$ cat src/rtl/store_rmw_unit.sv
// ============================================================================
// Module  : store_rmw_unit
// Brief   : Narrows SB/SH/SW stores onto a word-only memory port; sub-word
//           stores use read-modify-write, word stores a single write.
// Rev     : 1.0  initial release
// ============================================================================
`default_nettype none

module store_rmw_unit #(
    parameter int BIG_ENDIAN  = 0,
    parameter int ACK_TIMEOUT = 0
) (
    input  logic        clk,
    input  logic        rst_n,
    input  logic        i_st_req,
    input  logic [1:0]  i_st_op,
    input  logic [31:0] i_st_addr,
    input  logic [31:0] i_st_data,
    output logic        o_st_busy,
    output logic        o_st_done,
    output logic        o_st_err,
    output logic        o_mem_req,
    output logic        o_mem_we,
    output logic [31:0] o_mem_addr,
    output logic [31:0] o_mem_wdata,
    input  logic [31:0] i_mem_rdata,
    input  logic        i_mem_ack
);

    localparam logic [1:0] c_OP_SB = 2'b00;
    localparam logic [1:0] c_OP_SH = 2'b01;
    localparam logic [1:0] c_OP_SW = 2'b10;
    localparam int         c_CNT_W = (ACK_TIMEOUT > 1) ? $clog2(ACK_TIMEOUT) : 1;
    localparam logic [c_CNT_W-1:0] c_TO_LAST = c_CNT_W'((ACK_TIMEOUT > 0) ? ACK_TIMEOUT - 1 : 0);

    typedef enum logic [2:0] {
        S_IDLE  = 3'd0,
        S_READ  = 3'd1,
        S_MERGE = 3'd2,
        S_WRITE = 3'd3,
        S_DONE  = 3'd4
    } state_t;

    state_t               r_state;
    state_t               w_next;
    logic [1:0]           r_op;
    logic [1:0]           r_lane;
    logic [15:0]          r_data;
    logic [31:0]          r_wdata;
    logic [31:0]          r_maddr;
    logic                 r_err;
    logic [c_CNT_W-1:0]   r_cnt;
    logic                 w_bad;
    logic                 w_timeout;
    logic [4:0]           w_boff;
    logic [4:0]           w_hoff;
    logic [31:0]          w_merged;

    assign w_bad = (i_st_op == 2'b11)
                 || ((i_st_op == c_OP_SH) && i_st_addr[0])
                 || ((i_st_op == c_OP_SW) && (i_st_addr[1:0] != 2'b00));

    assign w_timeout = (ACK_TIMEOUT != 0) && !i_mem_ack && (r_cnt == c_TO_LAST);

    // Big-endian lane k sits at bit 24-8k, i.e. the inverted lane index.
    assign w_boff = (BIG_ENDIAN != 0) ? {~r_lane, 3'b000} : {r_lane, 3'b000};
    assign w_hoff = (BIG_ENDIAN != 0) ? {~r_lane[1], 4'b0000} : {r_lane[1], 4'b0000};

    always_comb begin
        w_merged = r_wdata;
        if (r_op == c_OP_SB) begin
            w_merged[w_boff +: 8] = r_data[7:0];
        end else if (r_op == c_OP_SH) begin
            w_merged[w_hoff +: 16] = r_data;
        end
    end

    always_ff @(posedge clk or negedge rst_n) begin
        if (!rst_n) begin
            r_state <= S_IDLE;
        end else begin
            r_state <= w_next;
        end
    end

    always_comb begin
        w_next = r_state;
        case (r_state)
            S_IDLE: begin
                if (i_st_req) begin
                    if (w_bad)                   w_next = S_DONE;
                    else if (i_st_op == c_OP_SW) w_next = S_WRITE;
                    else                         w_next = S_READ;
                end
            end
            S_READ: begin
                if (i_mem_ack)      w_next = S_MERGE;
                else if (w_timeout) w_next = S_DONE;
            end
            S_MERGE: w_next = S_WRITE;
            S_WRITE: begin
                if (i_mem_ack || w_timeout) w_next = S_DONE;
            end
            S_DONE:  w_next = S_IDLE;
            default: w_next = S_IDLE;
        endcase
    end

    always_ff @(posedge clk or negedge rst_n) begin
        if (!rst_n) begin
            r_op    <= 2'b00;
            r_lane  <= 2'b00;
            r_data  <= 16'h0000;
            r_wdata <= 32'h0000_0000;
            r_maddr <= 32'h0000_0000;
            r_err   <= 1'b0;
            r_cnt   <= '0;
        end else begin
            case (r_state)
                S_IDLE: begin
                    if (i_st_req) begin
                        r_op    <= i_st_op;
                        r_lane  <= i_st_addr[1:0];
                        r_data  <= i_st_data[15:0];
                        r_wdata <= i_st_data;
                        r_maddr <= {i_st_addr[31:2], 2'b00};
                        r_err   <= w_bad;
                        r_cnt   <= '0;
                    end
                end
                S_READ: begin
                    if (i_mem_ack) begin
                        r_wdata <= i_mem_rdata;
                    end else begin
                        r_cnt <= r_cnt + 1'b1;
                        if (w_timeout) r_err <= 1'b1;
                    end
                end
                S_MERGE: begin
                    r_wdata <= w_merged;
                    r_cnt   <= '0;
                end
                S_WRITE: begin
                    if (!i_mem_ack) begin
                        r_cnt <= r_cnt + 1'b1;
                        if (w_timeout) r_err <= 1'b1;
                    end
                end
                default: ;
            endcase
        end
    end

    assign o_st_busy   = (r_state != S_IDLE);
    assign o_st_done   = (r_state == S_DONE);
    assign o_st_err    = (r_state == S_DONE) && r_err;
    assign o_mem_req   = (r_state == S_READ) || (r_state == S_WRITE);
    assign o_mem_we    = (r_state == S_WRITE);
    assign o_mem_addr  = r_maddr;
    assign o_mem_wdata = r_wdata;

endmodule

`default_nettype wire

$ cat config.mk
export PLATFORM = sky130hd
export DESIGN_NAME = store_rmw_unit
export DESIGN_NICKNAME = d
export VERILOG_FILES = /design/src/rtl/store_rmw_unit.sv
export SDC_FILE = /design/constraint.sdc
export NUM_CORES = 1
export LEC_CHECK = 0
export ABC_AREA = 1
export BUFFER_PORTS_ARGS = -buffer_cell sky130_fd_sc_hd__buf_2
export CELL_PAD_IN_SITES_DETAIL_PLACEMENT = 0
export CELL_PAD_IN_SITES_GLOBAL_PLACEMENT = 1
export CORE_MARGIN = 2
export CORE_UTILIZATION = 38
export CTS_CLUSTER_SIZE = 16
export DETAILED_ROUTE_END_ITERATION = 10
export PLACE_DENSITY_LB_ADDON = 0.1
export SLEW_MARGIN = 15
export SYNTH_ARGS = -nofsm -noshare
export SYNTH_HDL_FRONTEND = slang
export SYNTH_SLANG_ARGS = --single-unit
$ cat constraint.sdc
create_clock -name clk -period 5.86 [get_ports clk]
set_input_delay 0.586 -clock clk [delete_from_list [all_inputs] [get_ports clk]]
set_output_delay 0.586 -clock clk [all_outputs]
set_load 0.005 [all_outputs]
==> reports/results.ini, run 1 <==
[placement]
place.gp.congestion=0.8045
dpl.hpwl_um=11750
io_buffers=168

[power_and_ir_drop]
vdd_drop_max_uv=220.3
post-layout-total-power_uw=3950
power_leakage_uw=0.003677
power_density_nw_per_um2=594.4

[clock_network]
cts_sinks=86
h-tree-depth=3
holdBufCountCts=0
cts_resized=0
numCtsBuffers=9
clk_pin_slew_ps=70
root_buffer=clkbuf_16
cts_tree=done
post_cts_buffers=0
worstSkewPairLatency_ps=350
cts_buffer_depth=2

[route]
via_per_inst=4.849
drt_iter0_drc=374
postRouteAntennaNets=0
post_drt_wl_per_cell_um=14.87
dr.pass1.iters=4
drc=0
wl_um=17400
via_count=5673

[global_routing]
antenna_found_initial=0
grt_overflow=0
grt_usage_pct=22.25
grt_pass1_vias=5263
grt_pass1_wl_um=28260
grt_max_degree=65

[timing]
finalCriticalPeriod_ps=2421
max_freq_mhz=413.0
rsz0062_at_grt=false
tns_ps=0
relSlewSlack_pct=37.00
maxSlewViolCount=0
skew_ps=7.903
setup_viol=0
tightestPinTransition_ps=942.8
fin_crit_sh_pct=41.32
final_hold_viol_count=0

[floorplanning]
core_area_um2=14420
die_y_um=124.9
die_area_um2=15600
initial_core_util_pct=38.51
pin_count=171
core.rowCount=44
die_w_um=124.9

[logic_synthesis]
synth-seq-cells=86
yosysUniqueCellTypes=27
yosysSeqAreaShare_pct=38.74
syn_inst=846
syn_area_per_cell_um2=6.567
synth_xor_area_share_pct=0
synthMuxAreaShare_pct=0
ys_warn_count=0
synth_compound_area_share_pct=8.694
synth_simple_gate_area_share_pct=41.26
synthAdderAreaFrac_pct=1.126
synth_area_um2=5555
synth_top_family_by_area=simple AND/OR/NAND/NOR gates

[critical_path]
crit_path_end_kind=flop
critical_path_class=flop to flop
arrival_ps=2690
worstSetupStartpointType=flop
critPathMaxFanout=26
rr_worst_depth=7
required_ps=6130

[run]
drv_cap=0

[worst_hold_path]
worstHoldPathType=input pin to asynchronous set/reset pin

[finish]
nFillCells=1582
diodes=0
layout-drive-gt1-share_pct=22.01
areaGrowthSynthToFinish_pct=19.64
fin_nets=1088

[run_status]
status=finished clean

==> layout make-up <==
| type | count | area, um^2 | share of cell area (%) |
|---|---|---|---|
| timing repair buffer | 172 | 873.3 | 13.14 |
| inverter | 60 | 225.2 | 3.389 |
| sequential | 86 | 2152 | 32.38 |
| clock inverter | 6 | 68.82 | 1.035 |
| multi-input combinational | 652 | 2858 | 43.00 |
| tap | 184 | 230.2 | 3.464 |
| clock buffer | 10 | 239.0 | 3.596 |
==> metal layers <==
metal / wire (um) / GRT usage (%) / vias up
li1: - / - / 2914
met1: 8614 / 32.34 / 2583
met2: 7611 / 34.07 / 163
met3: 1015 / 4.682 / 13
met4: 162 / 5.425 / 0
met5: 0 / 0 / -
==> path summary, 6_finish.rpt <==
path	from	slack, ps	end
worst max-delay path	r_state[1]	3440	o_mem_wdata[24]
worst min-delay path	rst_n	180	o_mem_wdata[20]
worst max register to register	r_state[1]	3440	o_mem_wdata[24]
worst min register to register	o_mem_addr[15]	470	o_mem_addr[15]
max in group asynchronous	rst_n	4580	o_mem_addr[14]
min in group clk	i_st_addr[27]	440	o_mem_addr[27]
==> state kept, by name, indices dropped and copies added, names as in the netlist <==
name and flops:
o_mem_addr 30, o_mem_wdata 32, r_data 16, r_err 1, r_lane 2, r_op 2, r_state 3
==> critical path, cell delays in order, from the launching register on <==
cell and delay, ps:
dfrtp_1 470, inv_2 250, nand3_2 590, inv_2 610
nand2_1 110, nand2_1 90, nor2_1 70, a21oi_1 160
==> where the power goes <==
part	leakage (uW)	internal (uW)	switching [uW]
clock network	0.000149	345	258
registers	0.00103	893	317
logic	0.00250	748	1390
total	0.00368	1990	1960
==> cells in the mapped netlist (all sizes together) <==
| cell | instances | share of area (%) |
|---|---|---|
| a21oi | 50 | 5.5 |
| a31oi | 1 | 0.11 |
| buf | 41 | 5.5 |
| clkbuf | 8 | 0.54 |
| clkinv | 9 | 0.61 |
| conb | 1 | 0.068 |
| dfrtp | 86 | 39 |
| ha | 5 | 1.1 |
| inv | 51 | 3.4 |
| nand2 | 365 | 25 |
| nand3 | 87 | 8.4 |
| nand4 | 8 | 0.90 |
| nor2 | 97 | 7.0 |
| nor3 | 1 | 0.090 |
| nor4 | 1 | 0.11 |
| o21ai | 34 | 3.1 |
| or2 | 1 | 0.11 |
==> stage by stage <==
stage | cells | cell area (um^2) | setup WS (ps) | hold WS, ps | util, %
after floorplan | 847 | 5559 | 3896 | 290.4 | -
after global placement | 1154 | 6334 | 3485 | 451.0 | 43.91
after detailed placement | 1154 | 6334 | 3461 | 457.4 | 43.91
after CTS | 1170 | 6641 | 3448 | 189.0 | 46.04
after global routing | 1170 | 6646 | 3200 | 200.6 | 46.08
final | 1170 | 6646 | 3439 | 181.2 | 46.08
==> placed cells by master, fill, tap and decap left out <==
master / n
o21ai_0: 34
clkbuf_16: 9
inv_6: 2
inv_2: 5
a31oi_1: 1
inv_1: 46
a21oi_4: 1
clkinv_2: 1
clkbuf_8: 1
a21oi_1: 37
nand3_1: 84
dfrtp_1: 86
clkinv_1: 9
a21oi_2: 12
buf_2: 167
nand4_1: 8
nor4_1: 1
buf_4: 5
nor3_1: 1
or2_2: 1
nand2_2: 1
nor2_4: 3
nor2_1: 92
clkinv_4: 1
clkinvlp_4: 1
bufinv_16: 1
nand3_4: 2
nand2_4: 1
nand2_1: 363
nor2_2: 2
nand3_2: 1
conb_1: 2
ha_1: 5
==> kinds of logic (layout without fill, tap and decap cells) <==
| family | after synthesis | in the layout |
|---|---|---|
| adders and majority gates | 5 | 5 |
| buffers and inverters | 109 | 248 |
| DFF | 86 | 86 |
| AOI/OAI and AO/OA | 85 | 85 |
| other | 1 | 2 |
| and+or+nand+nor | 560 | 560 |
Power figures use the tool's default switching activity.
==> run 2: changes to the inputs <==
--- a/config.mk
+++ b/config.mk
@@ -10,7 +10,7 @@
 export CELL_PAD_IN_SITES_DETAIL_PLACEMENT = 0
 export CELL_PAD_IN_SITES_GLOBAL_PLACEMENT = 1
 export CORE_MARGIN = 2
-export CORE_UTILIZATION = 38
+export CORE_UTILIZATION = 36
 export CTS_CLUSTER_SIZE = 16
 export DETAILED_ROUTE_END_ITERATION = 10
 export PLACE_DENSITY_LB_ADDON = 0.1
==> constraint.sdc (replaced) <==
create_clock -name clk -period 2.3 [get_ports clk]
set_input_delay 0.23 -clock clk [delete_from_list [all_inputs] [get_ports clk]]
set_output_delay 0.23 -clock clk [all_outputs]
set_load 0.005 [all_outputs]
==> run 2 against run 1 <==
Effect of this change: cell count rose by 2.0%; utilization fell by 0.66 points; first-iteration DRC count fell by 17%; flip-flop and latch count did not move; register-to-register slack got worse by 3100 ps; critical path depth fell by 1; clock skew rose by 1.8 ps; largest cell class unchanged; largest power group unchanged.
==> reports/results.ini, run 2 (synthesis results as in run 1) <==
[timing]
fin_hold_ws_ps=75.39  ; -105.8 ps
setup_viol=0  ; unchanged
rsz0062_at_grt=false
fin_crit_sh_pct=83.81  ; +42 points
final_hold_viol_count=0  ; unchanged
skew_ps=9.693  ; +1.790 ps
tns_ps=0  ; unchanged
maxSlewViolCount=0  ; unchanged
finalCriticalPeriod_ps=1928  ; -493.9 ps
max_freq_mhz=518.8  ; +26%

[clock_network]
holdBufCountCts=1  ; +1
post_cts_buffers=0  ; unchanged
worstSkewPairLatency_ps=350  ; about the same
numCtsBuffers=9  ; unchanged
h-tree-depth=3  ; unchanged
cts_resized=0  ; unchanged
cts_sinks=86  ; unchanged
root_buffer=clkbuf_16
cts_tree=done
cts_buffer_depth=2  ; unchanged
clk_pin_slew_ps=70  ; about the same

[finish]
diodes=0  ; unchanged
fin_nets=1107  ; +1.7%
areaGrowthSynthToFinish_pct=23.83
final_cell_mix=363 x nand2_1, 167 x buf_2, 92 x nor2_1
final_common_cell=nand2_1
instances_no_fill=1193  ; +2.0%
final_area_um2=6879  ; +3.5%
fin_util_pct=45.42  ; -0.66 points
largest_register_ffs=32  ; unchanged
layout-drive-gt1-share_pct=23.38  ; +1.4 points

[global_routing]
grt_overflow=0  ; unchanged
use_met1_pct=30.75  ; -1.6 points
grt_max_degree=65  ; unchanged
grt_usage_pct=21.74  ; -0.51 points
grt_pass1_wl_um=28010  ; -0.88%
grt_pass1_vias=5163  ; -1.9%
use_met3_pct=5.259  ; +0.58 points
antenna_found_initial=0  ; unchanged
top_usage_layer=met2
gr-usage-met2_pct=32.63  ; -1.4 points

[run_status]
status=finished clean

[critical_path]
crit_path_end=o_mem_wdata[24]
rrSetupSlack_ps=370  ; -3070 ps
arrival_ps=2200  ; -490 ps
critical_path_class=flop to flop
worstSetupStartpointType=flop
rr_worst_depth=6  ; -1
crit_path_end_kind=flop
required_ps=2580  ; -3550 ps
rr_startpoint=r_lane[0]
critPathMaxFanout=12  ; -54%
reg2reg_to=o_mem_wdata[24]
setup.worst_path.start=r_lane[0]

[floorplanning]
die_w_um=128.2  ; +2.7%
pin_count=171  ; unchanged
die_area_um2=16440  ; +5.4%
core_area_um2=15150  ; +5.0%
core.rowCount=45  ; +2.3%
die_y_um=128.2  ; +2.7%
initial_core_util_pct=36.68  ; -1.8 points

[route]
via_per_inst=4.760  ; -1.8%
via_count=5679  ; +0.11%
postRouteAntennaNets=0  ; unchanged
drt_iter0_drc=311  ; -17%
wl_um=17740  ; +1.9%
drc=0  ; unchanged
dr.pass1.iters=5  ; +1
post_drt_wl_per_cell_um=14.87  ; about the same

[power_and_ir_drop]
power_density_nw_per_um2=1521  ; +160%
intPower_uw=5432  ; +170%
p_sw_uw=5034  ; +160%
comb_power_share_pct=55.0  ; +0.9 points
vdd_drop_max_uv=664.7  ; +200%
power_leakage_uw=0.003801  ; +3.4%
clkPwrFrac_pct=15.8  ; +0.5 points
seqPwrFrac_pct=29.3  ; -1.3 points
switching_share_pct=48.10  ; -1.6 points

[worst_hold_path]
worstHoldPathType=input pin to flop

[placement]
dpl.hpwl_um=12450  ; +5.9%
io_buffers=168  ; unchanged
placed_cells=1176  ; +1.9%
placed_area_um2=6536  ; +3.2%
place.gp.congestion=0.8454  ; +5.1%

[run]
drv_cap=0  ; unchanged

[run 2: worst min path at each step]
stage	cells after the start	to	startpoint
finish	3	o_mem_addr[5]	i_st_addr[5]
global route	3	o_mem_addr[25]	i_st_addr[25]
CTS	3	o_mem_addr[25]	i_st_addr[25]
detailed placement	1	o_mem_wdata[22]	rst_n
global placement	1	o_mem_wdata[22]	rst_n
floorplan	0	o_mem_addr[10]	rst_n
[run 2: critical path, cell delays in order (launching register included)]
cell and delay (ps):
dfrtp_1 540, inv_1 170, ha_1 370, or2_2 390, o21ai_0 190, nand2_1 70, a21oi_1 140
[run 2: stage by stage]
step | power (uW) | worst slack, ps
final | 10470 | 372.5
after global routing | 11470 | 200.6
after CTS | 10600 | 368.0
after detailed placement | 8909 | 377.9
after global placement | 8853 | 411.8
after floorplan | 6979 | 336.4
[run 2: area by class of cell]
type / instances / area [um^2]
inverters: 60 / 225.2
fillers: 1654 / 8267
clock buffers: 10 / 239.0
multi-input cells: 652 / 2853
repair buffers: 191 / 1081
well taps: 188 / 235.2
flip-flops and latches: 86 / 2152
clock inverters: 6 / 93.84
[run 2: per-layer routing]
layer  up-vias  part of all wire (%)
li1       2946                     -
met4         0                   1.8
met2       193                    43
met5         -                     0
met3        20                   7.3
met1      2520                    48
[run 2: power groups by stage]
| stage | registers (uW) | clock network, uW | logic, uW |
|---|---|---|---|
| 2_1_floorplan | 2870 | 0 | 4100 |
| 3_3_place_gp | 3090 | 0 | 5770 |
| 3_5_place_dp | 3080 | 0 | 5820 |
| 4_1_cts | 3070 | 1690 | 5830 |
| 5_1_grt | 3160 | 1770 | 6540 |
| 6_report | 3060 | 1650 | 5750 |
==> run 3: changes to the inputs <==
--- a/config.mk
+++ b/config.mk
@@ -10,7 +10,7 @@
 export CELL_PAD_IN_SITES_DETAIL_PLACEMENT = 0
 export CELL_PAD_IN_SITES_GLOBAL_PLACEMENT = 1
 export CORE_MARGIN = 2
-export CORE_UTILIZATION = 36
+export CORE_UTILIZATION = 32
 export CTS_CLUSTER_SIZE = 16
 export DETAILED_ROUTE_END_ITERATION = 10
 export PLACE_DENSITY_LB_ADDON = 0.1
==> constraint.sdc (replaced) <==
create_clock -name clk -period 1.61 [get_ports clk]
set_input_delay 0.161 -clock clk [delete_from_list [all_inputs] [get_ports clk]]
set_output_delay 0.161 -clock clk [all_outputs]
set_load 0.005 [all_outputs]
==> run 3 against run 2 <==
Effect of this change: cell count rose by 8.0%; first-iteration DRC count rose by 7.1%; clock power rose by 24%; power rose by 57%; utilization fell by 1.1 points; critical path depth rose by 1; worst hold slack got worse by 66 ps; non-clock buffer count rose by 57; largest power group unchanged; highest routed layer unchanged.
==> reports/results.ini, run 3 (synthesis results as in run 1) <==
[run]
drv_cap=0  ; unchanged

[clock_network]
worstSkewPairLatency_ps=350  ; about the same
h-tree-depth=3  ; unchanged
cts_sinks=86  ; unchanged
cts_buffer_depth=2  ; unchanged
clk_pin_slew_ps=70  ; about the same
cts_tree=done
root_buffer=clkbuf_16
numCtsBuffers=9  ; unchanged

[finish]
layout-drive-gt1-share_pct=28.03  ; +4.7 points
final_cell_mix=361 x nand2_1, 167 x buf_2, 88 x nor2_1
fin_nets=1165  ; +5.2%
fin_util_pct=44.36  ; -1.1 points
areaGrowthSynthToFinish_pct=36.67
largest_register_ffs=32  ; unchanged
final_common_cell=nand2_1

[worst_hold_path]
worstHoldPathType=input pin to flop

[floorplanning]
core.rowCount=48  ; +6.7%
core_area_um2=17120  ; +13%
die_y_um=135.8  ; +5.9%
initial_core_util_pct=32.46  ; -4.2 points
pin_count=171  ; unchanged
die_w_um=135.8  ; +5.9%
die_area_um2=18430  ; +12%

[critical_path]
worst-path-buf-inv=3  ; +2
required_ps=1850  ; -730 ps
critPathMaxStageDelay_ps=440  ; -100 ps
arrival_ps=1830  ; -370 ps
worst_path_most_repeated_cell=buf_4
worstSetupStartpointType=flop
critPathMaxFanout=8  ; -4
cpLargestDelayFamily=buffers and inverters
path_cells=buf_4, buf_4, a21oi_4, nand3_4, buf_4, nor2_2, a21oi_2
critical_path_class=flop to flop
cp_slowest_cell=dfrtp_2
crit_path_end_kind=flop

[global_routing]
grt_usage_pct=21.11  ; -0.64 points
grt_overflow=0  ; unchanged
grt_max_degree=49  ; -25%
grt_pass1_vias=5617  ; +8.8%
grt_pass1_wl_um=30150  ; +7.6%
antenna_found_initial=1  ; +1

[power_and_ir_drop]
power_leakage_uw=0.004097  ; +7.8%
post-layout-total-power_uw=16440  ; +57%
vdd_drop_max_uv=873.6  ; +31%
power_density_nw_per_um2=2165  ; +42%

[timing]
tns_ps=0  ; unchanged
fin_hold_ws_ps=9.520  ; -65.87 ps
rsz0062_at_grt=true
final_hold_viol_count=0  ; unchanged
max_freq_mhz=627.1  ; +21%
finalCriticalPeriod_ps=1595  ; -332.8 ps
fin_crit_sh_pct=99.05  ; +15 points
skew_ps=8.947  ; -0.7457 ps
maxSlewViolCount=0  ; unchanged
setup_viol=0  ; unchanged

[route]
dr.pass1.iters=4  ; -1
post_drt_wl_per_cell_um=14.78  ; -0.58%
postRouteAntennaNets=0  ; unchanged
wl_um=19060  ; +7.4%
drc=0  ; unchanged
via_count=5958  ; +4.9%
drt_iter0_drc=333  ; +7.1%
via_per_inst=4.622  ; -2.9%

[placement]
io_buffers=168  ; unchanged
dpl.hpwl_um=13380  ; +7.5%
place.gp.congestion=0.7846  ; -7.2%

[run_status]
status=finished clean

-- run 3: cell types whose count changed in the layout (fill, tap and decap cells not counted), sizes merged --
cell / previous run / this run
diode: 0 / 1
buf: 190 / 230
inv: 52 / 56
clkinv: 12 / 9
clkinvlp: 0 / 1
clkbuf: 10 / 11
dlygate4sd3: 1 / 17
bufinv: 2 / 0
nor2: 97 / 98
-- run 3: area by class of cell --
type                            count  area (um^2)
Clock inverter                      6        51.30
Sequential cell                    86         2155
Clock buffer                       10        229.0
Antenna cell                        1        2.502
Multi-Input combinational cell    653         2938
Fill cell                        1822         9524
Tap cell                          225        281.5
Inverter                           60        235.2
Timing Repair Buffer              248         1700
-- run 3: stage by stage --
| stage | setup slack [ps] | cells | area [um^2] |
|---|---|---|---|
| global route | -65.40 | 1289 | 7592 |
| CTS | -2.408 | 1282 | 7452 |
| global placement | -182.9 | 1242 | 6885 |
| floorplan | -27.04 | 847 | 5623 |
| finish | 15.32 | 1289 | 7592 |
| detailed placement | -212.8 | 1242 | 6885 |
-- run 3: final timing paths --
kind / depth (start not counted) / slack (ps) / startpoint / end
min in group asynchronous: 2 / 270 / rst_n / o_mem_wdata[23]
max in group asynchronous: 3 / 810 / rst_n / r_data[1]
worst min register to register: 2 / 470 / o_mem_addr[29] / o_mem_addr[29]
worst max-delay path: 7 / 20 / r_state[2] / o_mem_wdata[30]
worst min-delay path: 3 / 10 / i_st_addr[3] / o_mem_addr[3]
worst max register to register: 7 / 20 / r_state[2] / o_mem_wdata[30]
-- run 3: metal layers --
layer / share of wire, % / GRT usage (%) / vias up
met5: 0 / 0 / -
met4: 1.3 / 4.282 / 0
met3: 5.7 / 5.275 / 13
met2: 47 / 34.88 / 150
met1: 46 / 28.08 / 2721
li1: - / - / 3074
-- run 3: where the power goes --
group / switching, uW / internal [uW]
combinational: 5740 / 4310
sequential: 1090 / 3260
clock: 968 / 1070
total: 7800 / 8640
-- run 3: repair_timing --
action,in CTS,in global routing
hold endpoints to repair,37,0
pin swaps,3,2
cloned,1,1
gates resized for setup,8,34
hold buffers,17,0
setup buffers,6,5
endpoints found under the setup margin,35,34
-- run 3: worst register-to-register path, cell delays in order (launching register included) --
cell	delay, ps
dfrtp_2	440
buf_4	140
buf_4	130
a21oi_4	140
nand3_4	210
buf_4	220
nor2_2	130
a21oi_2	70
